[src/rtl/pipeline_pkg.sv]
// rtl/pipeline_pkg.sv - shared types and constants for the pipeline hazard controller
package pipeline_pkg;

    localparam int REG_ADDR_WIDTH = 5;

    typedef enum logic [2:0] {
        ST_RUN      = 3'd0,
        ST_BUBBLE   = 3'd1,
        ST_REDIRECT = 3'd2,
        ST_I_MISS   = 3'd3,
        ST_D_MISS   = 3'd4
    } hz_state_t;

    // Enable vector ordering: {pc, fd, de, em, mw}
    localparam logic [4:0] EN_ALL     = 5'b11111;
    localparam logic [4:0] EN_NONE    = 5'b00000;
    localparam logic [4:0] EN_HOLD_FE = 5'b00111;
    localparam logic [4:0] EN_HOLD_PC = 5'b01111;

    // Flush vector ordering: {fd_n, de_n}
    function automatic logic [1:0] flush_decode(input hz_state_t s);
        logic [1:0] f;
        case (s)
            ST_BUBBLE:   f = 2'b10;
            ST_REDIRECT: f = 2'b00;
            ST_I_MISS:   f = 2'b01;
            default:     f = 2'b11;
        endcase
        return f;
    endfunction

endpackage

[src/rtl/hazard_detect.sv]
// rtl/hazard_detect.sv - combinational load-use hazard compare
module hazard_detect #(
    parameter int ADDR_W = pipeline_pkg::REG_ADDR_WIDTH
) (
    input  logic              i_mem_read_e,
    input  logic [ADDR_W-1:0] i_rd_e,
    input  logic [ADDR_W-1:0] i_rs1_d,
    input  logic [ADDR_W-1:0] i_rs2_d,
    output logic              o_lu
);

    logic w_rd_nonzero;
    logic w_src_match;

    // x0 is hardwired zero, so a load into it never creates a dependency
    assign w_rd_nonzero = (i_rd_e != '0);
    assign w_src_match  = (i_rd_e == i_rs1_d) || (i_rd_e == i_rs2_d);
    assign o_lu         = i_mem_read_e && w_rd_nonzero && w_src_match;

endmodule

[src/rtl/pipeline_hazard_ctrl.sv]
// rtl/pipeline_hazard_ctrl.sv - prioritised stall/flush controller with performance counters
module pipeline_hazard_ctrl #(
    parameter int DATA_WIDTH     = 32,
    parameter int REG_ADDR_WIDTH = pipeline_pkg::REG_ADDR_WIDTH
) (
    input  logic                      i_clk,
    input  logic                      i_rst_n,
    input  logic [REG_ADDR_WIDTH-1:0] i_rs1_d,
    input  logic [REG_ADDR_WIDTH-1:0] i_rs2_d,
    input  logic [REG_ADDR_WIDTH-1:0] i_rd_e,
    input  logic                      i_mem_read_e,
    input  logic                      i_pc_src_e,
    input  logic                      i_imiss_f,
    input  logic                      i_irefill_done,
    input  logic                      i_dmiss_m,
    input  logic                      i_drefill_done,
    output logic                      o_en_pc,
    output logic                      o_en_fd,
    output logic                      o_en_de,
    output logic                      o_en_em,
    output logic                      o_en_mw,
    output logic                      o_flush_fd_n,
    output logic                      o_flush_de_n,
    output logic [DATA_WIDTH-1:0]     o_stall_cycles,
    output logic [DATA_WIDTH-1:0]     o_flush_events
);

    import pipeline_pkg::*;

    hz_state_t             r_state;
    hz_state_t             w_next;
    logic [4:0]            w_en;
    logic                  w_lu;
    logic [1:0]            r_flush;
    logic [DATA_WIDTH-1:0] r_stall_cycles;
    logic [DATA_WIDTH-1:0] r_flush_events;

    hazard_detect #(
        .ADDR_W (REG_ADDR_WIDTH)
    ) u_hazard_detect (
        .i_mem_read_e (i_mem_read_e),
        .i_rd_e       (i_rd_e),
        .i_rs1_d      (i_rs1_d),
        .i_rs2_d      (i_rs2_d),
        .o_lu         (w_lu)
    );

    always_comb begin
        w_next = r_state;
        w_en   = EN_ALL;
        case (r_state)
            ST_D_MISS: begin
                w_en = EN_NONE;
                if (i_drefill_done) begin
                    w_next = ST_RUN;
                end
            end
            ST_I_MISS: begin
                w_en = EN_HOLD_PC;
                if (i_dmiss_m) begin
                    w_next = ST_D_MISS;
                    w_en   = EN_NONE;
                end else if (i_pc_src_e) begin
                    w_next = ST_REDIRECT;
                end else if (i_irefill_done) begin
                    w_next = ST_RUN;
                end
            end
            default: begin
                w_next = ST_RUN;
                if (i_dmiss_m) begin
                    w_next = ST_D_MISS;
                    w_en   = EN_NONE;
                end else if (i_pc_src_e && (r_state != ST_REDIRECT)) begin
                    // In REDIRECT, E holds the bubble just flushed in, so pc_src_e is stale
                    w_next = ST_REDIRECT;
                end else if (i_imiss_f) begin
                    w_next = ST_I_MISS;
                    w_en   = EN_HOLD_FE;
                end else if (w_lu) begin
                    w_next = ST_BUBBLE;
                    w_en   = EN_HOLD_FE;
                end
            end
        endcase
    end

    always_ff @(posedge i_clk or negedge i_rst_n) begin
        if (!i_rst_n) begin
            r_state        <= ST_RUN;
            r_flush        <= 2'b11;
            r_stall_cycles <= '0;
            r_flush_events <= '0;
        end else begin
            r_state <= w_next;
            r_flush <= flush_decode(w_next);
            if (!w_en[4]) begin
                r_stall_cycles <= r_stall_cycles + DATA_WIDTH'(1);
            end
            if ((w_next == ST_REDIRECT) && (r_state != ST_REDIRECT)) begin
                r_flush_events <= r_flush_events + DATA_WIDTH'(1);
            end
        end
    end

    // Reset holds every register closed and cleared regardless of state
    assign o_en_pc        = w_en[4] & i_rst_n;
    assign o_en_fd        = w_en[3] & i_rst_n;
    assign o_en_de        = w_en[2] & i_rst_n;
    assign o_en_em        = w_en[1] & i_rst_n;
    assign o_en_mw        = w_en[0] & i_rst_n;
    assign o_flush_fd_n   = r_flush[1] & i_rst_n;
    assign o_flush_de_n   = r_flush[0] & i_rst_n;
    assign o_stall_cycles = r_stall_cycles;
    assign o_flush_events = r_flush_events;

endmodule

[config.mk]
export PLATFORM = sky130hd
export DESIGN_NAME = pipeline_hazard_ctrl
export DESIGN_NICKNAME = d
export VERILOG_FILES = /design/src/rtl/pipeline_pkg.sv /design/src/rtl/hazard_detect.sv /design/src/rtl/pipeline_hazard_ctrl.sv
export SDC_FILE = /design/constraint.sdc
export NUM_CORES = 1
export LEC_CHECK = 0
export ABC_AREA = 1
export BUFFER_PORTS_ARGS = -buffer_cell sky130_fd_sc_hd__clkbuf_2
export CELL_PAD_IN_SITES_DETAIL_PLACEMENT = 1
export CELL_PAD_IN_SITES_GLOBAL_PLACEMENT = 1
export CORE_MARGIN = 4
export CORE_UTILIZATION = 42
export DETAILED_ROUTE_END_ITERATION = 7
export GPL_ROUTABILITY_DRIVEN = 0
export PLACE_DENSITY = 0.85
export SLEW_MARGIN = 20
export SYNTH_ARGS = -nofsm -noshare
export SYNTH_HDL_FRONTEND = slang
export SYNTH_SLANG_ARGS = --single-unit
[constraint.sdc]
create_clock -name i_clk -period 5.05 [get_ports i_clk]
set_clock_uncertainty 0.05 [all_clocks]
set_input_delay 0.7575 -clock i_clk [delete_from_list [all_inputs] [get_ports i_clk]]
set_output_delay 0.7575 -clock i_clk [all_outputs]
set_load 0.05 [all_outputs]
### Word level (Yosys, flattened, before mapping)

Index checks and enable logic that the tools add are counted.

* eq/ne operators: 8
* reduce and logical (&&, ||, !) cells: 6
* add/subtract/negate cells: 2
* bitwise operators: 7
* muxes and demuxes: 16

Operator list (count)
* adder 32 x 1 -> 32 bit, second input constant: 2
* two-way mux 5 bit: 4
* two-way mux 3 bit: 5
* == test 5 bit: 2
* one-hot mux 5 bit (2 select lines): 1
* == test 3 x 2 -> 1 bit, second input constant: 3
* bitwise AND 1 bit: 7
* one-hot mux 2 bit (3 select lines): 1
* one-hot mux 3 bit (2 select lines): 1
* nonzero test 5 bit: 1
* logical AND 1 bit: 4
* two-way mux 2 bit: 2
* two-way mux 4 bit: 1
* == test 3 x 1 -> 1 bit, second input constant: 1
* == test 3 bit, second input constant: 1
* inequality test 3 x 2 -> 1 bit, second input constant: 1
* logical OR 1 bit: 1
* two-way mux 1 bit: 1

* word-level logic and storage cells: 43
* flip-flop bits (word level): 69
* output and inout bits: 71
* input port bits: 23

### Depth between registers and ports, before layout

* depth after elaboration: 10
* mapped depth: 15
* gate-level depth less buffers: 14

### Hierarchy

Synthesis repeated with hierarchy kept, for this count alone.

* cell total of the unflattened synthesis: 748
* area, all modules: 4727.0 sq um

Modules (own cells, without submodules)
* pipeline_hazard_ctrl: sequential area each 1729.2 sq um, cells an instance 703, area an instance 4531.8 sq um, instances 1
* hazard_detect: sequential area each 0.0 sq um, cells an instance 45, area an instance 195.2 sq um, instances 1

### Least setup slack after synthesis

OpenSTA, ideal clock, no wires.

* kind: in2out
* start point: input i_rst_n
* end point: output o_en_fd
* stages on the path: 4
* setup slack: 1.624 ns
* data required time: 4.243 ns
* arrival time: 2.618 ns
* path buffers: 0
* cell sequence: inv_1 -> nor3_1 -> o21ai_0 -> inv_1

* word-level cells in the longest chain between the ends: 1

Ends and longest elaborated chain
* start, declared: line pipeline_hazard_ctrl.sv:7 `input logic i_rst_n,`
* bitwise AND 1 bit: line pipeline_hazard_ctrl.sv:108 `assign o_en_fd = w_en[3] & i_rst_n;`
* end, declared: line pipeline_hazard_ctrl.sv:18 `output logic o_en_fd,`

Every way passes these cells.

### Worst setup path in the final report

* start point: input i_rd_e[1]
* end point: output o_en_pc

* word-level cells in the longest chain between the ends: 9
* elaborated cells on any way between the ends: 12
* classes of those cells: eq/ne (2); mux (5); bitwise (1); reduce/logical (4)

Ends and longest elaborated chain
* start, declared: line pipeline_hazard_ctrl.sv:10 `input logic [REG_ADDR_WIDTH-1:0] i_rd_e,`
* == test 5 bit or nonzero test 5 bit (tied branches): line hazard_detect.sv:17, hazard_detect.sv:16
* logical OR 1 bit or logical AND 1 bit (tied branches): line hazard_detect.sv:17, hazard_detect.sv:18
* logical AND 1 bit (*): line hazard_detect.sv:18 `assign o_lu = i_mem_read_e && w_rd_nonzero && w_src_match;`
* two-way mux 5 bit (*): line pipeline_hazard_ctrl.sv:80 `end else if (w_lu) begin`
* two-way mux 5 bit (*): line pipeline_hazard_ctrl.sv:77 `end else if (i_imiss_f) begin`
* two-way mux 5 bit (*): line pipeline_hazard_ctrl.sv:74 `end else if (i_pc_src_e && (r_state != ST_REDIRECT)) begin`
* two-way mux 5 bit (*): line pipeline_hazard_ctrl.sv:71 `if (i_dmiss_m) begin`
* one-hot mux 5 bit (2 select lines) (*): line pipeline_hazard_ctrl.sv:51 `case (r_state)`
* bitwise AND 1 bit (*): line pipeline_hazard_ctrl.sv:107 `assign o_en_pc = w_en[4] & i_rst_n;`
* end, declared: line pipeline_hazard_ctrl.sv:17 `output logic o_en_pc,`

Mark *: on every way between the ends. The rest lies on a longest branch, timed or not.

==> results.sh <==
export IMPL_fmax_mhz=284
export IMPL_cp_required_ns=4.24
export IMPL_finalHoldViolCount=0
export IMPL_cts_resized=0
export IMPL_synth_compound_area_share_pct=3.00
export IMPL_post_cts_buffers=0
export IMPL_num_fill_cells=1410
export IMPL_rsz0062_at_grt="false"
export IMPL_ys_seq_elements=69
export IMPL_synth_adder_area_share_pct=0.550
export IMPL_grt_pass1_wl_um=23700
export IMPL_relSlewSlack_pct=35.9
export IMPL_path_class="in2out"
export IMPL_grt_use_total_pct=22.9
export IMPL_vias=4618
export IMPL_vias_per_cell=5.28
export IMPL_dieArea_mm2=0.0126
export IMPL_rows=37
export IMPL_tightestPinTransition_ns=0.959
export IMPL_reg2regPathDepth=9
export IMPL_root_buffer="clkbuf_8"
export IMPL_synth_cell_area_mm2=0.00455
export IMPL_start_kind="primary input"
export IMPL_grt_max_degree=72
export IMPL_synth_area_per_cell_um2=7.05
export IMPL_multi_input_area_mm2=0.00243
export IMPL_fp_dieW_um=112
export IMPL_synth_simple_area_share_pct=39.5
export IMPL_synthCells=645
export IMPL_critPathMaxFanout=57
export IMPL_grt_ovfl_total=0
export IMPL_initial_core_util_pct=43.7
export IMPL_outcome="finished, final reports clean"
export IMPL_final_core_util_pct=50.9
export IMPL_fin_ws_ns=1.53
export IMPL_core_area_mm2=0.0104
export IMPL_netlist_top_cells_area="dfrtp_1 (37%), nand2_1 (18%), xor2_1 (7.7%), nand3_1 (6.3%), nor2_1 (5.1%)"
export IMPL_yosysTopAreaCell="dfrtp_1"
export IMPL_power_density_mw_per_mm2=329
export IMPL_syn_to_final_growth_pct=16.6
export IMPL_synth_top_area_share_pct=36.9
export IMPL_setup_tns_ns=0
export IMPL_synth_top_family_by_area="simple AND/OR/NAND/NOR gates"
export IMPL_slew_viol_final=0
export IMPL_place_ws_ns=1.55
export IMPL_vdd_drop_max_v=0.000293
export IMPL_setup_viol=0
export IMPL_ys_seq_area_share_pct=38.0
export IMPL_drv_cap=0
export IMPL_placement_io_buffers=93
export IMPL_endpoint_kind="output port"
export IMPL_cts_buffer_depth=2
export IMPL_reg2reg_slack_ns=2.74
export IMPL_antenna_found_initial=0
export IMPL_yosys_warnings=0
export IMPL_htreeDepth=3
export IMPL_setup_worst_path_start="i_rd_e[1]"
export IMPL_layout_drive_gt1_share_pct=17.9
export IMPL_synth_xor_area_share_pct=10.2
export IMPL_wirelength_um=14000
export IMPL_clkTransAtPathRegs_ns=0.08
export IMPL_drt_initial_drc_count=231
export IMPL_seqCellArea_mm2=0.00173
export IMPL_grt_pass1_vias=4853
export IMPL_synthMuxAreaShare_pct=0.220
export IMPL_r2r_start="r_state[0]"
export IMPL_clock_sinks=69
export IMPL_cp_endpoint="o_en_pc"
export IMPL_diodes=0
export IMPL_rr_endpoint="o_stall_cycles[28]"
export IMPL_dr_pass1_iters=4
export IMPL_cts_buffers=9
export IMPL_synth_nets=670
export IMPL_pin_count=94
export IMPL_cp_data_arrival_time_ns=2.71
export IMPL_fin_total_pwr_mw=1.74
export IMPL_die_height_um=112
export IMPL_wl_per_cell_um=16.1
export IMPL_period_needed_ns=3.52
export IMPL_min_path_type="reg2reg"
export IMPL_drc=0
export IMPL_cts_tree="done"
export IMPL_synth_cell_types=32
export IMPL_final_nets=759
export IMPL_holdWs_ns=0.481
export IMPL_hpwl_um=10600
export IMPL_fin_crit_sh_pct=69.6
export IMPL_antenna_left=0
export IMPL_p_leak_nw=2.74
export IMPL_clock_latency_ns=0.36
export IMPL_cts_hold_buf=0
## registers in the layout (all words and copies together), names as in the netlist
name            count
r_flush             2
r_state             3
o_stall_cycles     32
o_flush_events     32
## metal layers
| metal | GRT usage [%] | routed length (um) | part of all wire, % | vias to the layer above |
|---|---|---|---|---|
| li1 | - | - | - | 2226 |
| met1 | 28.5 | 6090 | 43 | 2241 |
| met2 | 39.2 | 6890 | 49 | 119 |
| met3 | 4.85 | 715 | 5.1 | 32 |
| met4 | 8.41 | 337 | 2.4 | 0 |
| met5 | 0 | 0 | 0 | - |
## power breakdown
| part | leakage, nW | internal (mW) | switching (mW) | total [mW] |
|---|---|---|---|---|
| clock | 0.119 | 0.326 | 0.233 | 0.559 |
| combinational | 1.69 | 0.115 | 0.395 | 0.510 |
| sequential | 0.935 | 0.606 | 0.0678 | 0.673 |
## placed cells by master (no fill, tap or decap), drive strengths merged, types with 9 or more instances in the layout
cell,synthesis,final
xnor2,13,13
xor2,40,40
clkbuf,1,101
dfrtp,67,67
o21ai,19,19
nand4,20,20
nor4,9,9
nor3,27,27
inv,68,68
nor2,63,63
nand3,59,59
nand2,229,229
## cells by family after synthesis
| logic type | count (synthesis) |
|---|---|
| AO/OA/AOI/OAI | 24 |
| XOR/XNOR | 53 |
| adder cells (fa/ha/maj) | 2 |
| buffers and inverters | 85 |
| flip-flops | 69 |
| multiplexers | 1 |
| AND/OR/NAND/NOR | 411 |
## worst max-delay path, cell delays in order
cell and delay (ns):
clkbuf_2 0.10, inv_1 0.09, nand4_1 0.09, o21ai_0 0.15
inv_1 0.06, nand2_1 0.06, nand2_1 0.06, nand2_2 0.17
nand2_2 0.58, nor2_1 0.27, clkbuf_2 0.31
## per-stage QoR
stage	instance area, um^2	cells
2_1_floorplan	4550	645
3_3_place_gp	5070	859
3_5_place_dp	5070	859
4_1_cts	5310	874
5_1_grt	5310	874
6_report	5310	874
## cells in the mapped netlist, drive strengths merged
cell / number
a21boi: 1
a21oi: 3
buf: 16
clkbuf: 1
dfrtp: 67
dfstp: 2
ha: 2
inv: 68
mux2i: 1
nand2: 229
nand3: 59
nand3b: 3
nand4: 20
nor2: 63
nor3: 27
nor3b: 1
nor4: 9
o21ai: 19
o31ai: 1
xnor2: 13
xor2: 40
## area by class of cell
| cell class | instances | area share, % |
|---|---|---|
| inverter | 68 | 4.81 |
| tap | 136 | 3.21 |
| multi-input combinational | 491 | 45.8 |
| timing repair buffer | 95 | 9.10 |
| clock inverter | 6 | 2.12 |
| sequential | 69 | 32.6 |
| clock buffer | 9 | 2.33 |
## worst min-delay path by stage
stage                        from  depth (start not counted)                 end
2_1_floorplan             i_rst_n                          0   o_flush_events[0]
3_3_place_gp   o_flush_events[30]                          2  o_flush_events[30]
3_5_place_dp   o_flush_events[30]                          2  o_flush_events[30]
4_1_cts         o_stall_cycles[0]                          1   o_stall_cycles[0]
5_1_grt            i_drefill_done                          2          r_state[2]
6_report       o_flush_events[30]                          2  o_flush_events[30]
Power figures use the tool's default switching activity.
